**config.mk**
```make
export PLATFORM = sky130hd
export DESIGN_NAME = axi_write_burst_scheduler
export DESIGN_NICKNAME = d
export VERILOG_FILES = /design/src/rtl/axi_write_burst_scheduler.sv
export SDC_FILE = /design/constraint.sdc
export NUM_CORES = 1
export LEC_CHECK = 0
export CAP_MARGIN = 20
export CORE_MARGIN = 5
export CORE_UTILIZATION = 59
export CTS_BUF_LIST = sky130_fd_sc_hd__clkbuf_4 sky130_fd_sc_hd__clkbuf_8 sky130_fd_sc_hd__clkbuf_16
export CTS_CLUSTER_SIZE = 20
export DETAILED_ROUTE_END_ITERATION = 16
export PLACE_DENSITY = 0.92
export SETUP_SLACK_MARGIN = 0.2
export SLEW_MARGIN = 15
export SYNTH_ARGS = -nofsm -noshare
export SYNTH_HDL_FRONTEND = slang
export SYNTH_SLANG_ARGS = --single-unit
```
**constraint.sdc**
```tcl
create_clock -name clk_i -period 5 [get_ports clk_i]
set_input_delay 1.25 -clock clk_i [delete_from_list [all_inputs] [get_ports clk_i]]
set_output_delay 1.25 -clock clk_i [all_outputs]
set_load 0.01 [all_outputs]
```
**src/rtl/axi_write_burst_scheduler.sv**
```systemverilog
// axi_write_burst_scheduler
//   Splits one word-counted write request into AXI4 bursts of at most 2^LEN_W
//   beats that never cross a 4KB page. Each burst issues AW, arms the W-side
//   transfer counter, waits for the last W beat, then consumes B. Only one
//   burst is in flight at any time.
// Ports
//   clk_i, rst_i             clock, synchronous active-high reset
//   start_i/addr_i/length_i  request strobe, start byte address, total words
//   busy_o/done_o/error_o    status: active, completion pulse, sticky bresp error
//   m_aw*                    AW channel (valid/ready/addr/len)
//   transfer_count_o         beats in current burst, for the W counter
//   initiate_transfer_o      pulse arming the W counter (AW handshake cycle)
//   w_done_i                 last W beat accepted
//   m_b*                     B channel (valid/ready/resp)
module axi_write_burst_scheduler #(
  parameter int unsigned AXI_ADDR_W   = 32,
  parameter int unsigned AXI_DATA_W   = 32,
  parameter int unsigned LEN_W        = 8,
  parameter int unsigned MAX_TRANSF_W = 32
) (
  input  logic                    clk_i,
  input  logic                    rst_i,
  input  logic                    start_i,
  input  logic [AXI_ADDR_W-1:0]   addr_i,
  input  logic [MAX_TRANSF_W-1:0] length_i,
  output logic                    busy_o,
  output logic                    done_o,
  output logic                    error_o,
  output logic                    m_awvalid_o,
  input  logic                    m_awready_i,
  output logic [AXI_ADDR_W-1:0]   m_awaddr_o,
  output logic [LEN_W-1:0]        m_awlen_o,
  output logic [MAX_TRANSF_W-1:0] transfer_count_o,
  output logic                    initiate_transfer_o,
  input  logic                    w_done_i,
  input  logic                    m_bvalid_i,
  output logic                    m_bready_o,
  input  logic [1:0]              m_bresp_i
);

  localparam int unsigned BYTES   = AXI_DATA_W / 8;
  localparam int unsigned BYTE_SH = $clog2(BYTES);
  localparam int unsigned MAXB    = 1 << LEN_W;
  localparam int unsigned PAGE_W  = 13;

  localparam logic [2:0] S_IDLE = 3'd0;
  localparam logic [2:0] S_CALC = 3'd1;
  localparam logic [2:0] S_AW   = 3'd2;
  localparam logic [2:0] S_W    = 3'd3;
  localparam logic [2:0] S_B    = 3'd4;
  localparam logic [2:0] S_DONE = 3'd5;

  logic [2:0]              state_q, state_n;
  logic [AXI_ADDR_W-1:0]   addr_q;
  logic [MAX_TRANSF_W-1:0] remaining_q;
  logic [PAGE_W-1:0]       page_bytes_c;
  logic [MAX_TRANSF_W-1:0] page_beats_c;
  logic [MAX_TRANSF_W-1:0] beats_c;

  // Burst size: min(remaining, MAXB, beats left in the current 4KB page).
  // addr_q is beat-aligned, so the page term is at least one beat.
  always_comb begin
    page_bytes_c = PAGE_W'(4096) - {1'b0, addr_q[11:0]};
    page_beats_c = MAX_TRANSF_W'(page_bytes_c >> BYTE_SH);
    beats_c      = remaining_q;
    if (beats_c > MAX_TRANSF_W'(MAXB)) beats_c = MAX_TRANSF_W'(MAXB);
    if (beats_c > page_beats_c)        beats_c = page_beats_c;
  end

  // Next-state logic.
  always_comb begin
    state_n = state_q;
    case (state_q)
      S_IDLE: if (start_i) state_n = (length_i == '0) ? S_DONE : S_CALC;
      S_CALC: state_n = S_AW;
      S_AW:   if (m_awready_i) state_n = S_W;
      S_W:    if (w_done_i) state_n = S_B;
      S_B:    if (m_bvalid_i) state_n = (remaining_q == transfer_count_o) ? S_DONE : S_CALC;
      S_DONE: state_n = S_IDLE;
      default: state_n = S_IDLE;
    endcase
  end

  // State register.
  always_ff @(posedge clk_i) begin
    if (rst_i) state_q <= S_IDLE;
    else       state_q <= state_n;
  end

  // The W counter must be armed in the very cycle AW is accepted.
  assign initiate_transfer_o = (state_q == S_AW) && m_awready_i;

  // Registered status/handshake outputs and request datapath.
  always_ff @(posedge clk_i) begin
    if (rst_i) begin
      busy_o           <= 1'b0;
      done_o           <= 1'b0;
      error_o          <= 1'b0;
      m_awvalid_o      <= 1'b0;
      m_bready_o       <= 1'b0;
      m_awaddr_o       <= '0;
      m_awlen_o        <= '0;
      transfer_count_o <= '0;
      addr_q           <= '0;
      remaining_q      <= '0;
    end else begin
      busy_o      <= (state_n != S_IDLE);
      done_o      <= (state_n == S_DONE);
      m_awvalid_o <= (state_n == S_AW);
      m_bready_o  <= (state_n == S_B);
      case (state_q)
        S_IDLE: begin
          if (start_i) begin
            addr_q      <= (addr_i >> BYTE_SH) << BYTE_SH;
            remaining_q <= length_i;
            error_o     <= 1'b0;
          end
        end
        S_CALC: begin
          transfer_count_o <= beats_c;
          m_awaddr_o       <= addr_q;
          m_awlen_o        <= LEN_W'(beats_c - MAX_TRANSF_W'(1));
        end
        S_B: begin
          if (m_bvalid_i) begin
            error_o     <= error_o | (m_bresp_i != 2'b00);
            remaining_q <= remaining_q - transfer_count_o;
            addr_q      <= addr_q + (AXI_ADDR_W'(transfer_count_o) << BYTE_SH);
          end
        end
        default: ;
      endcase
    end
  end

endmodule
```
==> results.tsv <==
metric	value	unit
Post-synth EDFFs	0	
most frequent cells in the layout	nand2_1, clkdlybuf4s50_1, dfxtp_1	
hold depth	2	
Setup violations, final	0	
fill cell count	1196	
clock sinks	140	
Worst path max stage delay	0.57	ns
fin crit period	4.212	ns
RSZ-0062 raised after global routing	false	
Final ANT Viol Nets	0	
Clock Pin Slew Worst Setup and Hold Paths	0.06	ns
core area	15710	sq um
I/O pin count	150	
worst slew pin tran	1.026	ns
Inst Count DP	1499	
DR vias	9530	
Die ar.	18490	sq um
Power Density	337.4	nW/um^2
final std cells w/o fill	1530	
row cnt	46	
Die W	136.0	um
Avg Cell Area, Syn	7.844	sq um
layout cell share with drive strength beyond 1	6.012	%
Post-route DRC	0	
Crit Path Class	reg -> reg	
largest net degree at the start of global routing	79	
Post-synth ARST share	0	%
initial core utilization	59.60	%
final hold violations	0	
worst-path fanout max	10	
Area Growth Syn to Fin	21.99	%
clock root cell	clkbuf_16	
post-cts resize count	0	
initial antenna violation count	0	
crit path DAT	4.59	ns
hold_buf cts	0	
number of global-route vias before repair	9217	
post-route cell area	11420	sq um
DR WL/cell	18.61	um
Slew Viols, Final	0	
placer congestion estimate	0.9383	
vias per cell	6.229	
H-tree depth	4	
DR pass1 iterations	5	
element type at the critical path start	register	
Final Util	72.71	%
slowest CP cell	a211oi_2	
final net count	1449	
All-Layer GR Usage	30.55	%
DP Wirelength	20490	um
Iteration-0 DRC Markers	842	
most common cell after layout, fill and taps aside	nand2_1	
commonest register cell after synthesis	dfxtp_1	
outcome	finished clean	
setup bufs post-CTS	0	
CTS tree	done	
Setup Skew	0.01340	ns
Slew headroom	31.58	%
final wirelength	28470	um
Max-Cap Viols	0	
leakage power	4.560	nW
worst path cell trace	nor4_1 > nand2_1 > a211oi_2 > and2_1 > ha_1 > nand4_1 > nor4_1 > o31ai_1 > nand2_1 > mux2i_1 > ha_1 > nand3_1 > xor2_1 > nand2_1 > a21oi_1	
Worst IR Drop VDD	0.2603	mV
crit path capture type	register	
Ant. Diodes	0	
Seq cells post-synth	140	
final period utilization	84.24	%
Die Height	136.0	um
Port Buffers	145	
Cell Area, Synth	9365	sq um
post-synthesis instance total	1194	
grt ovf	0	
Reg2Reg Depth	15	
Distinct cells, synth	86	
Seq/Total Area, Yosys	29.93	%
clk buf depth	2	
Clk Latency, worst-skew pair	0.45	ns
Fmax	237.4	MHz
min-delay worst type	reg -> reg	
Num CTS Buffers	17	
synth warn	0	
crit-path most repeated cell	nand2_1	
setup TNS	0	ns
worst path required time	5.37	ns
first-pass GRT wire length	44970	um
placed inst area	10850	sq um
worst max-delay path: cells and delay by family, from the launching register on:
family	cells	cell delay, ns
AND/OR/NAND/NOR	8	1.31
AO/OA/AOI/OAI	3	1.18
multiplexers	1	0.49
flip-flops	1	0.33
XOR/XNOR	1	0.18
adder cells (fa/ha/maj)	2	0.62
stage by stage:
stage,power [mW],setup WS (ns),hold WS (ns)
2_1_floorplan,2.222,1.614,0.4454
3_3_place_gp,2.528,1.064,0.4417
3_5_place_dp,2.561,0.9404,0.4485
4_1_cts,3.833,0.8925,0.4552
5_1_grt,4.029,0.4751,0.4738
6_report,3.854,0.7878,0.4531
routing by layer:
layer | vias to the layer above | GRT usage (%) | share of wire [%]
li1 | 4529 | - | -
met1 | 4445 | 36.69 | 40
met2 | 448 | 52.07 | 48
met3 | 108 | 5.774 | 7.6
met4 | 0 | 15.68 | 4.4
met5 | - | 0 | 0
sequential cells by signal, indices dropped and copies added, names as in the netlist:
| name | cells |
|---|---|
| m_awaddr_o | 30 |
| m_awlen_o | 8 |
| error_o | 1 |
| remaining_q | 32 |
| state_q | 3 |
| transfer_count_o | 32 |
| busy_o | 1 |
| addr_q | 30 |
| m_bready_o | 1 |
| done_o | 1 |
| m_awvalid_o | 1 |
final cells by class:
cell class | instances | area (sq um) | area share [%]
inverter | 52 | 195.2 | 1.708
clock inverter | 13 | 140.1 | 1.227
timing repair buffer | 153 | 1521 | 13.32
clock buffer | 18 | 439.2 | 3.844
tap | 216 | 270.3 | 2.366
sequential | 140 | 2803 | 24.53
multi-input combinational | 938 | 6056 | 53.01
power breakdown:
| part | internal [mW] | switching [mW] | leakage (nW) | total (mW) |
|---|---|---|---|---|
| Sequential | 1.21 | 0.101 | 1.15 | 1.31 |
| Combinational | 0.557 | 0.712 | 3.13 | 1.27 |
| Clock | 0.747 | 0.531 | 0.287 | 1.28 |
| Total | 2.51 | 1.34 | 4.56 | 3.85 |
cells by family (layout without fill, tap and decap cells):
logic type      Yosys count  in the layout  share of synthesized area (%)
buf+inv                 119            236                          5.624
compound gates          355            355                          25.04
fa+ha+maj                75             75                          10.18
xor+xnor                 52             52                          4.863
simple gates            436            436                          22.46
mux                      16             16                          1.870
flops                   140            140                          29.93
other cells               1              4                        0.04004
cells in the mapped netlist, drive strengths merged (3+ instances only):
master	n	share of area, %
or2	4	0.27
a211o	3	0.28
nand2	169	6.8
inv	52	2.1
xnor2	32	3.0
ha	73	9.8
o21a	12	0.98
and3	10	0.80
dfxtp	140	30
a211oi	29	2.4
o21bai	7	0.56
and2	13	0.92
nor3b	6	0.48
mux2i	10	1.1
nor4	21	1.6
a31oi	20	1.5
or4	3	0.24
or3	5	0.33
o221ai	3	0.35
nor2	85	3.4
nand2b	12	0.80
o311ai	5	0.47
nand3b	3	0.24
o211ai	4	0.32
a311oi	21	2.2
buf	15	1.1
and4	7	0.68
nor2b	11	0.73
a21oi	125	6.7
nand3	17	0.91
nor3	50	2.7
o21ai	65	3.5
clkbuf	52	2.4
mux2	6	0.80
o31ai	9	0.77
xor2	20	1.9
a221oi	3	0.53
nand4	15	1.1
a21o	31	2.5
path summary, 6_finish.rpt:
path	from	endpoint	slack [ns]
min	m_awaddr_o[10]$_SDFFE_PP0P_	m_awaddr_o[10]$_SDFFE_PP0P_	0.45
min reg2reg	m_awaddr_o[10]$_SDFFE_PP0P_	m_awaddr_o[10]$_SDFFE_PP0P_	0.45
max reg2reg	remaining_q[24]$_SDFFE_PP0P_	m_awlen_o[6]$_SDFFE_PP0P_	0.79
max	remaining_q[24]$_SDFFE_PP0P_	m_awlen_o[6]$_SDFFE_PP0P_	0.79
Power figures use the tool's default switching activity.
